==> config.mk <==
export PLATFORM = sky130hd
export DESIGN_NAME = pu_riscv_ahb32mem_flat
export DESIGN_NICKNAME = d
export VERILOG_FILES = /design/src/rtl/pu_riscv_ahb32mem_if.sv /design/src/rtl/pu_riscv_ahb32mem.sv /design/src/flat_wrapper.sv
export SDC_FILE = /design/constraint.sdc
export NUM_CORES = 1
export LEC_CHECK = 0
export CORE_AREA = 2 2 164 166
export DETAILED_ROUTE_END_ITERATION = 10
export DIE_AREA = 0 0 166 168
export HOLD_SLACK_MARGIN = 0.05
export SYNTH_ARGS = -nofsm -noshare
export SYNTH_HDL_FRONTEND = slang
export SYNTH_SLANG_ARGS = --single-unit
==> constraint.sdc <==
create_clock -name HCLK -period 2 [get_ports HCLK]
set_input_delay 0.2 -clock HCLK [delete_from_list [all_inputs] [get_ports HCLK]]
set_output_delay 0.2 -clock HCLK [all_outputs]
set_load 0.02 [all_outputs]
==> src/rtl/pu_riscv_ahb32mem_if.sv <==
// AHB3-Lite slave bus plus generic request/acknowledge memory port, bundled for pu_riscv_ahb32mem.
// The slave modport is the responder's view; the master modport is the bus master and memory side.
interface pu_riscv_ahb32mem_if #(
    parameter int XLEN = 64,
    parameter int PLEN = 64
);
    localparam int BEW = XLEN / 8;

    logic            HSEL;
    logic [PLEN-1:0] HADDR;
    logic [XLEN-1:0] HWDATA;
    logic [XLEN-1:0] HRDATA;
    logic            HWRITE;
    logic [2:0]      HSIZE;
    logic [2:0]      HBURST;
    logic [3:0]      HPROT;
    logic [1:0]      HTRANS;
    logic            HMASTLOCK;
    logic            HREADY;
    logic            HREADYOUT;
    logic            HRESP;

    logic            mem_req_o;
    logic [PLEN-1:0] mem_adr_o;
    logic            mem_we_o;
    logic [BEW-1:0]  mem_be_o;
    logic [3:0]      mem_prot_o;
    logic [XLEN-1:0] mem_d_o;
    logic [XLEN-1:0] mem_q_i;
    logic            mem_ack_i;
    logic            mem_err_i;

    modport slave (
        input  HSEL, HADDR, HWDATA, HWRITE, HSIZE, HBURST, HPROT, HTRANS,
               HMASTLOCK, HREADY, mem_q_i, mem_ack_i, mem_err_i,
        output HRDATA, HREADYOUT, HRESP, mem_req_o, mem_adr_o, mem_we_o,
               mem_be_o, mem_prot_o, mem_d_o
    );

    modport master (
        output HSEL, HADDR, HWDATA, HWRITE, HSIZE, HBURST, HPROT, HTRANS,
               HMASTLOCK, HREADY, mem_q_i, mem_ack_i, mem_err_i,
        input  HRDATA, HREADYOUT, HRESP, mem_req_o, mem_adr_o, mem_we_o,
               mem_be_o, mem_prot_o, mem_d_o
    );
endinterface

==> src/rtl/pu_riscv_ahb32mem.sv <==
// AHB3-Lite responder terminating bus transfers onto a registered request/acknowledge memory port.
// Handles pipelined address/data phases, wait states and two-cycle ERROR responses.
module pu_riscv_ahb32mem #(
    parameter int XLEN = 64,
    parameter int PLEN = 64
) (
    input logic                HCLK,
    input logic                HRESET,
    pu_riscv_ahb32mem_if.slave bus
);
    localparam int BEW = XLEN / 8;
    localparam int SZW = $clog2(BEW);

    typedef enum logic [1:0] {
        ST_IDLE,
        ST_ACCESS,
        ST_ERR1,
        ST_ERR2
    } state_t;

    state_t          state;
    state_t          state_nxt;
    logic            accept;
    logic            legal;
    logic            start_access;
    logic            hreadyout;
    logic            hresp;
    logic            mem_req;
    logic [PLEN-1:0] mem_adr;
    logic            mem_we;
    logic [BEW-1:0]  mem_be;
    logic [3:0]      mem_prot;
    logic            unused_ahb;

    function automatic logic size_legal(input logic [2:0] size, input logic [SZW-1:0] off);
        int mask;
        if (int'(size) > SZW) return 1'b0;
        mask = (1 << size) - 1;
        return (int'(off) & mask) == 0;
    endfunction

    function automatic logic [BEW-1:0] byte_en(input logic [2:0] size, input logic [SZW-1:0] off);
        logic [BEW-1:0] be;
        be = '0;
        for (int i = 0; i < BEW; i++)
            be[i] = (i >= int'(off)) && (i < int'(off) + (1 << size));
        return be;
    endfunction

    assign accept = bus.HSEL & bus.HREADY & bus.HTRANS[1];
    assign legal  = size_legal(bus.HSIZE, bus.HADDR[SZW-1:0]);

    // A new address phase can only be taken where the previous data phase ends with HREADYOUT=1.
    always_comb begin
        state_nxt    = state;
        start_access = 1'b0;
        hreadyout    = 1'b1;
        hresp        = 1'b0;
        case (state)
            ST_IDLE: begin
                if (accept) begin
                    state_nxt    = legal ? ST_ACCESS : ST_ERR1;
                    start_access = legal;
                end
            end
            ST_ACCESS: begin
                hreadyout = bus.mem_ack_i & ~bus.mem_err_i;
                if (bus.mem_ack_i) begin
                    if (bus.mem_err_i) begin
                        hresp     = 1'b1;
                        state_nxt = ST_ERR2;
                    end else if (accept) begin
                        state_nxt    = legal ? ST_ACCESS : ST_ERR1;
                        start_access = legal;
                    end else begin
                        state_nxt = ST_IDLE;
                    end
                end
            end
            ST_ERR1: begin
                hreadyout = 1'b0;
                hresp     = 1'b1;
                state_nxt = ST_ERR2;
            end
            ST_ERR2: begin
                hresp = 1'b1;
                if (accept) begin
                    state_nxt    = legal ? ST_ACCESS : ST_ERR1;
                    start_access = legal;
                end else begin
                    state_nxt = ST_IDLE;
                end
            end
            default: state_nxt = ST_IDLE;
        endcase
    end

    // Request fields are captured only when a new access starts, so they hold through wait states.
    always_ff @(posedge HCLK) begin
        if (HRESET) begin
            state    <= ST_IDLE;
            mem_req  <= 1'b0;
            mem_adr  <= '0;
            mem_we   <= 1'b0;
            mem_be   <= '0;
            mem_prot <= '0;
        end else begin
            state   <= state_nxt;
            mem_req <= (state_nxt == ST_ACCESS);
            if (start_access) begin
                mem_adr  <= bus.HADDR;
                mem_we   <= bus.HWRITE;
                mem_be   <= byte_en(bus.HSIZE, bus.HADDR[SZW-1:0]);
                mem_prot <= bus.HPROT;
            end
        end
    end

    assign bus.HREADYOUT  = hreadyout;
    assign bus.HRESP      = hresp;
    assign bus.HRDATA     = (state == ST_ACCESS && bus.mem_ack_i && !bus.mem_err_i && !mem_we)
                            ? bus.mem_q_i : '0;
    assign bus.mem_req_o  = mem_req;
    assign bus.mem_adr_o  = mem_adr;
    assign bus.mem_we_o   = mem_we;
    assign bus.mem_be_o   = mem_be;
    assign bus.mem_prot_o = mem_prot;
    assign bus.mem_d_o    = bus.HWDATA;

    assign unused_ahb = &{1'b0, bus.HBURST, bus.HMASTLOCK};
endmodule
==> src/flat_wrapper.sv <==
// flat-port wrapper written by rule: the top's interface ports become plain ports
module pu_riscv_ahb32mem_flat 
#(
    parameter int XLEN = 64,
    parameter int PLEN = 64
)
  (HCLK, HRESET, bus_HSEL, bus_HADDR, bus_HWDATA, bus_HWRITE, bus_HSIZE, bus_HBURST, bus_HPROT, bus_HTRANS, bus_HMASTLOCK, bus_HREADY, bus_mem_q_i, bus_mem_ack_i, bus_mem_err_i, bus_HRDATA, bus_HREADYOUT, bus_HRESP, bus_mem_req_o, bus_mem_adr_o, bus_mem_we_o, bus_mem_be_o, bus_mem_prot_o, bus_mem_d_o);
  pu_riscv_ahb32mem_if #(.XLEN(XLEN), .PLEN(PLEN)) bus_i ();
  input logic HCLK;
  input logic HRESET;
  input wire logic [$bits(bus_i.HSEL)-1:0] bus_HSEL;
  input wire logic [$bits(bus_i.HADDR)-1:0] bus_HADDR;
  input wire logic [$bits(bus_i.HWDATA)-1:0] bus_HWDATA;
  input wire logic [$bits(bus_i.HWRITE)-1:0] bus_HWRITE;
  input wire logic [$bits(bus_i.HSIZE)-1:0] bus_HSIZE;
  input wire logic [$bits(bus_i.HBURST)-1:0] bus_HBURST;
  input wire logic [$bits(bus_i.HPROT)-1:0] bus_HPROT;
  input wire logic [$bits(bus_i.HTRANS)-1:0] bus_HTRANS;
  input wire logic [$bits(bus_i.HMASTLOCK)-1:0] bus_HMASTLOCK;
  input wire logic [$bits(bus_i.HREADY)-1:0] bus_HREADY;
  input wire logic [$bits(bus_i.mem_q_i)-1:0] bus_mem_q_i;
  input wire logic [$bits(bus_i.mem_ack_i)-1:0] bus_mem_ack_i;
  input wire logic [$bits(bus_i.mem_err_i)-1:0] bus_mem_err_i;
  output wire logic [$bits(bus_i.HRDATA)-1:0] bus_HRDATA;
  output wire logic [$bits(bus_i.HREADYOUT)-1:0] bus_HREADYOUT;
  output wire logic [$bits(bus_i.HRESP)-1:0] bus_HRESP;
  output wire logic [$bits(bus_i.mem_req_o)-1:0] bus_mem_req_o;
  output wire logic [$bits(bus_i.mem_adr_o)-1:0] bus_mem_adr_o;
  output wire logic [$bits(bus_i.mem_we_o)-1:0] bus_mem_we_o;
  output wire logic [$bits(bus_i.mem_be_o)-1:0] bus_mem_be_o;
  output wire logic [$bits(bus_i.mem_prot_o)-1:0] bus_mem_prot_o;
  output wire logic [$bits(bus_i.mem_d_o)-1:0] bus_mem_d_o;
  assign bus_i.HSEL = bus_HSEL;
  assign bus_i.HADDR = bus_HADDR;
  assign bus_i.HWDATA = bus_HWDATA;
  assign bus_i.HWRITE = bus_HWRITE;
  assign bus_i.HSIZE = bus_HSIZE;
  assign bus_i.HBURST = bus_HBURST;
  assign bus_i.HPROT = bus_HPROT;
  assign bus_i.HTRANS = bus_HTRANS;
  assign bus_i.HMASTLOCK = bus_HMASTLOCK;
  assign bus_i.HREADY = bus_HREADY;
  assign bus_i.mem_q_i = bus_mem_q_i;
  assign bus_i.mem_ack_i = bus_mem_ack_i;
  assign bus_i.mem_err_i = bus_mem_err_i;
  assign bus_HRDATA = bus_i.HRDATA;
  assign bus_HREADYOUT = bus_i.HREADYOUT;
  assign bus_HRESP = bus_i.HRESP;
  assign bus_mem_req_o = bus_i.mem_req_o;
  assign bus_mem_adr_o = bus_i.mem_adr_o;
  assign bus_mem_we_o = bus_i.mem_we_o;
  assign bus_mem_be_o = bus_i.mem_be_o;
  assign bus_mem_prot_o = bus_i.mem_prot_o;
  assign bus_mem_d_o = bus_i.mem_d_o;
  pu_riscv_ahb32mem #(.XLEN(XLEN), .PLEN(PLEN)) u_core (.HCLK(HCLK), .HRESET(HRESET), .bus(bus_i));
endmodule
; ---- After elaboration in Yosys (flattened, before gate mapping)
; Index checks and enable logic that the tools add are counted.
[word_totals]
reg_bits = 80
in_bits = 212
word_cells = 68
[classes]
addsub = 2
order_cmp = 16
eq_ne = 4
n_shift = 1
mux = 18
bitwise_logic = 5
reduce_logical = 16
[ops]
columns = cell, count
row1 = "< comparator 4 x 32 -> 1 bit, first input constant", 4
row2 = "< comparator 3 x 32 -> 1 bit, first input constant", 2
row3 = 2-to-1 mux 64 bit, 1
row4 = adder 4 x 32 -> 32 bit, 1
row5 = AND 4 x 32 -> 32 bit, 1
row6 = zero test 32 bit, 1
row7 = "< comparator 1 x 32 -> 1 bit, first input constant", 1
row8 = "< comparator 2 x 32 -> 1 bit, first input constant", 1
row9 = "left shift 1 x 3 -> 32 bit, first input constant", 1
row10 = "subtractor 32 x 2 -> 32 bit, second input constant", 1
row11 = logical AND 1 bit, 10
row12 = 2-to-1 mux 2 bit, 5
row13 = ">= comparator 3 bit, first input constant", 3
row14 = 2-to-1 mux 1 bit, 8
row15 = one-hot mux 2 bit (4 select lines), 1
row16 = ">= comparator 1 x 3 -> 1 bit, first input constant", 2
row17 = ">= comparator 2 x 3 -> 1 bit, first input constant", 2
row18 = one-hot mux 1 bit (2 select lines), 3
row19 = "equality test 2 x 1 -> 1 bit, second input constant", 2
row20 = "equality test 2 bit, second input constant", 2
row21 = OR reduction 2 bit, 2
row22 = AND 1 bit, 3
row23 = "greater-than comparator 3 x 2 -> 1 bit, second input constant", 1
row24 = zero test 1 bit, 2
row25 = other kinds (2), 2

; ---- Depth between registers and ports, before layout
; Gate-level depths: netlist of run 1.
[depth]
word_depth = 11
mapped_depth = 9

; ---- Least setup slack after synthesis of run 1
; OpenSTA, ideal clock, no wires.
[synth_path]
path_type = input port to flip-flop
startpoint = input port bus_HSIZE[1]
endpoint = register u_core.mem_adr[43], in the netlist u_core.bus.mem_adr_o[43]
t_arrival_ps = 1884
slack_ps = -16
path_stages = 9
path_buffers = 2
path_cell_list = nor3_1 inv_1 ha_1 a2111o_1 a211o_1 buf_2 clkbuf_1 nand2_1 a21oi_1
[synth_between]
elab_chain_len = 9
word_cells_on_any_way = 11
[synth_rtl]
columns = element, line
row1 = start: declaration, flat_wrapper.sv:15  ; input wire logic [$bits(bus_i.HSIZE)-1:0] bus_HSIZE;
row2 = left shift 1 x 3 -> 32 bit, pu_riscv_ahb32mem.sv:38  ; mask = (1 << size) - 1;
row3 = subtractor 32 x 2 -> 32 bit, pu_riscv_ahb32mem.sv:38
row4 = AND 4 x 32 -> 32 bit, pu_riscv_ahb32mem.sv:39  ; return (int'(off) & mask) == 0;
row5 = zero test 32 bit, pu_riscv_ahb32mem.sv:39
row6 = 2-to-1 mux 1 bit *, pu_riscv_ahb32mem.sv:38
row7 = 2-to-1 mux 1 bit *, "pu_riscv_ahb32mem.sv:61, pu_riscv_ahb32mem.sv:72, pu_riscv_ahb32mem.sv:87"
row8 = 2-to-1 mux 1 bit, pu_riscv_ahb32mem.sv:69  ; if (bus.mem_err_i) begin
row9 = 2-to-1 mux 1 bit, pu_riscv_ahb32mem.sv:68  ; if (bus.mem_ack_i) begin
row10 = one-hot mux 1 bit (2 select lines) *, pu_riscv_ahb32mem.sv:59  ; case (state)
row11 = end signal: assignment, pu_riscv_ahb32mem.sv:111  ; mem_adr <= bus.HADDR;
row12 = end: declaration, pu_riscv_ahb32mem.sv:29  ; logic [PLEN-1:0] mem_adr;
; Every way passes the cells marked *; elsewhere a longest branch is shown, timed or not.
; A chain may end at the register's enable or synchronous reset.

; ---- Worst setup path in the final report of run 1
[layout_path]
startpoint = register u_core.state[1]
endpoint = output port bus_HRDATA[27]
[layout_between]
elab_chain_len = 5
[layout_rtl]
columns = element, line
row1 = start: declaration, pu_riscv_ahb32mem.sv:21  ; state_t state;
row2 = start signal: assignment, pu_riscv_ahb32mem.sv:108  ; state <= state_nxt;
row3 = equality test 2 x 1 -> 1 bit, pu_riscv_ahb32mem.sv:121  ; assign bus.HRDATA = (state == ST_ACCESS && bus.mem_ack_i && !bus.mem_err_i && !mem_we)
row4 = logical AND 1 bit (3 in a row), pu_riscv_ahb32mem.sv:121
row5 = 2-to-1 mux 64 bit, pu_riscv_ahb32mem.sv:122  ; ? bus.mem_q_i : '0;
row6 = end: declaration, flat_wrapper.sv:24  ; output wire logic [$bits(bus_i.HRDATA)-1:0] bus_HRDATA;
; Every way passes these cells.

==> results by group, run 1 <==
STA
  – Count of final setup violators: 1
  – Tcrit/Tclk final: 1.011
  – RSZ-0062 raised after global routing: true
  – Clock skew: 0.007071 ns
  – Final hold vios: 0
  – Worst slew margin: 0.6468
  – Slack of the critical path: -0.02261 ns
  – Minimum clock period: roughly 2.0 ns
  – Tightest Pin Transition: around 0.53 ns
  – Maximum clock frequency: between 0.4 and 0.5 GHz
  – Slew Limit Fails: 0

Setup path
  – Critical path's slowest cell: dfxtp_2
  – Largest fanout on the critical path: 8
  – Type of origin of the critical path: flop
  – CP endpoint kind: output port
  – Critical path, cell by cell: inv_2, ha_4, nand3b_1, nor2_4, buf_12, buf_12, buf_6, buf_6, and2_4, buf_6
  – Crit path top cell by count: buf_6
  – Setup CP Type: flop to output port
  – Crit path largest cell delay: between 0.3 and 0.4 ns
  – Crit path DAT: approximately 1.8 ns
  – Required time of the critical path: approximately 1.8 ns

Yosys
  – Sequential area share after synthesis: 0.3920
  – Largest cells by area after synthesis: dfxtp_1 39%, nand2_1 14%, buf_4 12%, and2_1 10%, a21oi_1 10%
  – Syn Nets: around 760
  – Post-synth ARST share: 0
  – Warnings from Yosys: 0
  – Yosys reg bits: 80
  – Cell with the most instances after synthesis: nand2_1
  – Cell Area, Synth: 4085 sq um
  – Synth top area share: 0.3920
  – Top post-synthesis cells by count: 153 x nand2_1, 82 x a21oi_1, 80 x dfxtp_1
  – Synthesized instance count: ~540
  – Synth area leader: dfxtp_1
  – Post-synth EDFFs: 0
  – Synthesized area per cell: ~7.6 sq um
  – Most used flip-flop cell after synthesis: dfxtp_1
  – Unique masters post-synth: 35

CTS
  – Clk buf depth: 2
  – CTS clk-pin slew, worst paths: around 0.07 ns
  – Htree depth: 3
  – Clk root buf: clkbuf_16
  – CTS Buf Count: 9
  – Hold_buf cts: 0
  – Clk sinks: 80
  – Clk_lat worst skew: about 0.34 ns
  – CTS tree: built

Finish
  – Final net count: around 1000
  – Share of cells above drive strength 1: 0.2261
  – Final core utilization: 0.2992
  – Ant. Diodes: 0
  – P&R area growth vs syn: 92.99%

Floorplan
  – Initial Utilization: 0.1550
  – Core Box Area: 26350 sq um
  – Die Ht: ~170 microns
  – IO Count: 420
  – Die area: roughly 28000 sq um
  – Row Count: 60
  – Die width: 166 microns

Pwr
  – Tot Pwr: 0.003947 W
  – Peak supply drop: 0.0003810 V
  – Power per cell area: between 500 and 600 nW/um^2
  – Leak: ~3.0 nW

Routing
  – Avg WL per Cell: between 15 and 20 microns
  – Via count: ~4500
  – WL final: about 17 mm
  – DRC: 0
  – ANT nets after route: 0
  – DRT iter0 DRCs: about 180
  – TritonRoute pass-1 iters: 4
  – Via-per-instance ratio: 3.908

Outcome
  – Status: finished with violations
  – Failing checks: negative setup slack

Global route
  – Largest net degree at the start of global routing: 45
  – GRT overflow: 0
  – Initial antenna violation count: 0
  – Total GRT Usage: 0.1181
  – First-pass GRT wire length: ~26 mm
  – Vias in the first global route: about 4400

Place
  – Port Buffers: 286
  – Final HPWL DP: about 13 mm
  – GP Congestion: 0.7808

Flow run
  – Max Cap Viol: 0

Hold path
  – Hold Crit Class: input port to flop
state kept, by name, summed over array words and instances, names as in the netlist:
register	cells
u_core.bus.mem_be_o	8
u_core.bus.mem_adr_o	64
u_core.bus.mem_req_o	1
u_core.bus.mem_prot_o	4
u_core.state	2
u_core.bus.mem_we_o	1
layer usage:
metal	vias to the layer above	part of all wire	global-route usage
met5	-	0	0
met4	0	0.032	0.04423
met3	44	0.089	0.04748
met2	203	0.50	0.2075
met1	2035	0.38	0.1280
li1	2197	-	-
worst max-delay path, delay by kind of cell, from the launching register on:
family,cells,cell delay (ns)
adder cells (fa/ha/maj),1,0.15
flip-flops,1,0.34
AND/OR/NAND/NOR,3,0.35
buffers and inverters,6,0.64
report_power, final:
part	internal, W	switching, W
clock network	0.00101	0.000708
registers	0.00161	0.0000102
logic	0.000390	0.000220
placed cells by master (no fill, tap or decap), drive strengths merged, types with 3 or more instances in the layout:
cell / count
ha: 7
clkbuf: 16
nand3: 4
buf: 118
inv: 4
clkdlybuf4s50: 213
a21oi: 82
bufbuf: 3
clkdlybuf4s15: 3
nand3b: 4
nor2: 6
nand2: 153
dfxtp: 80
and2: 68
o211ai: 4
o21ai: 7
final timing paths:
check,start,end,slack [ns],cells past startpoint
hold / removal,HRESET,u_core.state[1]$_SDFF_PP0_,0.32,2
setup / recovery,u_core.state[1]$_SDFF_PP0_,bus_HRDATA[27],-0.02,10
hold reg to reg,u_core.bus.mem_adr_o[40]$_SDFFE_PP0P_,u_core.bus.mem_adr_o[40]$_SDFFE_PP0P_,0.45,2
setup reg to reg,u_core.state[1]$_SDFF_PP0_,u_core.bus.mem_adr_o[5]$_SDFFE_PP0P_,0.08,8
repair_timing:
item,CTS,global route
cloned,7,5
gates resized for setup,302,68
setup endpoints to repair,141,131
endpoints found under the hold margin,0,0
setup buffers,11,7
pin swaps,4,14
per-stage QoR:
| stage | setup slack [ns] | area, sq um | setup TNS (ns) | hold slack (ns) | cells |
|---|---|---|---|---|---|
| 2_1_floorplan | 0.06875 | 4090 | 0 | 0.3360 | 539 |
| 3_3_place_gp | -0.4216 | 7103 | -38.59 | 0.4001 | 1104 |
| 3_5_place_dp | -0.4531 | 7103 | -41.24 | 0.4001 | 1104 |
| 4_1_cts | -0.05482 | 7577 | -0.07118 | 0.3096 | 1138 |
| 5_1_grt | -0.09335 | 7884 | -0.7607 | 0.3374 | 1146 |
| 6_report | -0.02261 | 7884 | -0.02261 | 0.3175 | 1146 |
cell families after synthesis:
| kind of cell | share of synthesized area |
|---|---|
| compound gates | 0.1391 |
| xor+xnor | 0.002144 |
| fa+ha+maj | 0.02634 |
| buf+inv | 0.1565 |
| flops | 0.3920 |
| mux | 0.005513 |
| simple gates | 0.2784 |
final cells by class:
| class | instances | area, sq um |
|---|---|---|
| clock buffer | 10 | 239.0 |
| clock inverter | 6 | 67.56 |
| fill | 2789 | 18470 |
| inverter | 3 | 11.26 |
| multi-input combinational | 359 | 1971 |
| sequential | 80 | 1604 |
| tap | 341 | 426.7 |
| timing repair buffer | 347 | 3565 |
(Power assumes the default switching activity.)
==> inputs of run 2 (changes only) <==
--- a/config.mk
+++ b/config.mk
@@ -6,6 +6,7 @@
 export NUM_CORES = 1
 export LEC_CHECK = 0
 export CORE_AREA = 2 2 164 166
+export CTS_CLUSTER_SIZE = 24
 export DETAILED_ROUTE_END_ITERATION = 10
 export DIE_AREA = 0 0 166 168
 export HOLD_SLACK_MARGIN = 0.05
==> results of run 2 <==
No change in the layout: final DEF, timing and power equal those of run 1.
==> inputs of run 3 (changes only) <==
==> constraint.sdc (replaced) <==
create_clock -name HCLK -period 2 [get_ports HCLK]
set_input_delay 0.2 -clock HCLK [delete_from_list [all_inputs] [get_ports HCLK]]
set_output_delay 0.2 -clock HCLK [all_outputs]
set_load 0.1 [all_outputs]
==> results by group, run 3 (synthesized netlist as in run 1, its figures left out) <==
Setup path
  – CP endpoint kind: output port (unchanged)
  – Setup crit start: u_core.state[1]$_SDFF_PP0_ (unchanged)
  – Type of origin of the critical path: flop (unchanged)
  – Largest fanout on the critical path: 16 (was 8)
  – Required time of the critical path: 1.80 ns (about the same)
  – Worst r2r src: u_core.state[1]$_SDFF_PP0_ (unchanged)
  – Setup CP Type: flop to output port (unchanged)
  – Crit path DAT: 1.89 ns (was 1.82 ns)

Place
  – Dpl cells: 1110 (was 1104)
  – Final HPWL DP: 14.21 mm (was 12.53 mm)
  – GP Congestion: 0.7882 (was 0.7808)
  – Port Buffers: 286 (unchanged)
  – Post-place setup slack: -0.4805 ns (was -0.4531 ns)

STA
  – Minimum clock period: 2.089 ns (was 2.023 ns)
  – RSZ-0062 raised after global routing: true (unchanged)
  – Clock skew: 0.009484 ns (was 0.007071 ns)
  – Count of final setup violators: 64 (was 1)
  – Worst slew margin: 0.7855 (was 0.6468)
  – Tightest Pin Transition: 0.3218 ns (was 0.5298 ns)
  – Slack of the critical path: -0.08854 ns (was -0.02261 ns)
  – Slew Limit Fails: 0 (unchanged)
  – Maximum clock frequency: 0.4788 GHz (was 0.4944 GHz)
  – Final hold vios: 0 (unchanged)
  – Tcrit/Tclk final: 1.044 (was 1.011)

Routing
  – TritonRoute pass-1 iters: 4 (unchanged)
  – Via count: 4546 (was 4479)
  – ANT nets after route: 0 (unchanged)
  – WL final: 19.12 mm (was 17.44 mm)
  – Via-per-instance ratio: 3.963 (was 3.908)
  – DRC: 0 (unchanged)
  – Avg WL per Cell: 16.67 microns (was 15.22 microns)
  – DRT iter0 DRCs: 126 (was 176)

Floorplan
  – Die width: 166 microns (unchanged)
  – Die area: 27890 sq um (unchanged)
  – Core Box Area: 26350 sq um (unchanged)
  – Row Count: 60 (unchanged)
  – Initial Utilization: 0.1550 (unchanged)
  – IO Count: 420 (unchanged)
  – Die Ht: 168 microns (unchanged)

Pwr
  – Cell-internal power: 0.003116 W (was 0.003009 W)
  – Tot Pwr: 0.004231 W (was 0.003947 W)
  – Power per cell area: 498.5 nW/um^2 (was 500.6 nW/um^2)
  – Leak: 3.342 nW (was 3.017 nW)
  – Logic pwr share: 0.185 (was 0.155)
  – NetSw: 0.001116 W (was 0.0009385 W)
  – Reg power frac: 0.383 (was 0.411)
  – Clock share of power: 0.432 (was 0.434)
  – Peak supply drop: 0.0005009 V (was 0.0003810 V)
  – Sw Ratio: 0.2636 (was 0.2378)

CTS
  – Htree depth: 3 (unchanged)
  – Clk sinks: 80 (unchanged)
  – CTS Buf Count: 9 (unchanged)
  – Clk root buf: clkbuf_16 (unchanged)
  – CTS tree: built (unchanged)
  – CTS clk-pin slew, worst paths: 0.07 ns (about the same)
  – Clk buf depth: 2 (unchanged)
  – Clk_lat worst skew: 0.35 ns (was 0.34 ns)

Global route
  – Largest net degree at the start of global routing: 60 (was 45)
  – First-pass GRT wire length: 27.45 mm (was 25.69 mm)
  – Total GRT Usage: 0.1312 (was 0.1181)
  – Initial antenna violation count: 4 (was 0)
  – Vias in the first global route: 4609 (was 4429)
  – GRT overflow: 0 (unchanged)

Outcome
  – Failing checks: negative setup slack (unchanged)
  – Status: finished with violations (unchanged)

Finish
  – P&R area growth vs syn: 107.8% (was 92.99%)
  – Most frequent cells in the layout: 153 x nand2_1, 136 x clkdlybuf4s50_1, 120 x buf_4, 79 x a21oi_1, 78 x dfxtp_1 (was 213 x clkdlybuf4s50_1, 153 x nand2_1, 78 x dfxtp_1, 77 x a21oi_1, 60 x buf_4)
  – Fill count: 2735 (was 2789)
  – Max reg flops: 64 (unchanged)
  – Final std cells w/o fill: 1147 (was 1146)
  – Commonest non-fill, non-tap cell in the layout: nand2_1 (was clkdlybuf4s50_1)
  – Final net count: 1021 (was 1020)
  – Share of cells above drive strength 1: 0.3814 (was 0.2261)

Hold path
  – Min-delay src: HRESET (unchanged)
  – Hold Crit Class: input port to flop (unchanged)

Flow run
  – Max Cap Viol: 0 (unchanged)
[run 3: path summary, 6_finish.rpt]
check | endpoint | slack, ns | cells past startpoint
setup / recovery | bus_HRDATA[47] | -0.09 | 8
hold / removal | u_core.state[1]$_SDFF_PP0_ | 0.22 | 2
hold reg to reg | u_core.bus.mem_adr_o[43]$_SDFFE_PP0P_ | 0.45 | 2
setup reg to reg | u_core.bus.mem_adr_o[58]$_SDFFE_PP0P_ | 0.10 | 11
[run 3: final cells by class]
cell class                 instances  area [sq um]  area share
multi-input combinational        359          2047      0.2412
clock inverter                     6         91.34     0.01076
tap                              341         426.7     0.05027
antenna                            1         2.502   0.0002948
inverter                           3         11.26    0.001327
sequential                        80          1604      0.1890
timing repair buffer             348          4080      0.4807
clock buffer                       9         225.2     0.02653
[run 3: per-layer routing]
metal | global-route usage | vias to the layer above | wire, microns
met4 | 0.04234 | 0 | 373
met3 | 0.05242 | 40 | 1549
li1 | - | 2213 | -
met1 | 0.1300 | 2088 | 6928
met2 | 0.2493 | 205 | 10270
met5 | 0 | - | 0
[run 3: power by group through the flow]
stage	combinational (W)	clock, W	sequential (W)
floorplan	0.000792	0	0.00178
global placement	0.000749	0	0.00166
detailed placement	0.000752	0	0.00166
CTS	0.000774	0.00191	0.00162
global route	0.000829	0.00196	0.00162
finish	0.000782	0.00183	0.00162
[run 3: metrics by stage]
step                      TNS (ns)  cell area (sq um)  hold slack (ns)  utilization
final                       -3.979               8488           0.2248       0.3221
after global routing        -10.93               8488           0.2147       0.3221
after CTS                   -4.519               8308           0.2018       0.3153
after detailed placement    -34.06               7722           0.4007       0.2931
after global placement      -32.22               7722           0.4007       0.2931
after floorplan                  0               4204           0.3360            -
[run 3: timing repair]
item                       4_1_cts  5_1_grt
hold buffers                     0        0
setup endpoints to repair      142      138
pin swaps                       14       27
setup buffers                    6        5
cloned                           6        4
gates resized for setup         28       23
[run 3: worst max-delay path, cell delays in order, from the launching register on]
cell and delay [ns]:
dfxtp_2 0.33, inv_2 0.07, ha_4 0.12, nand3b_1 0.16
nor2_4 0.20, buf_6 0.15, buf_12 0.14, and2_2 0.19
buf_12 0.17
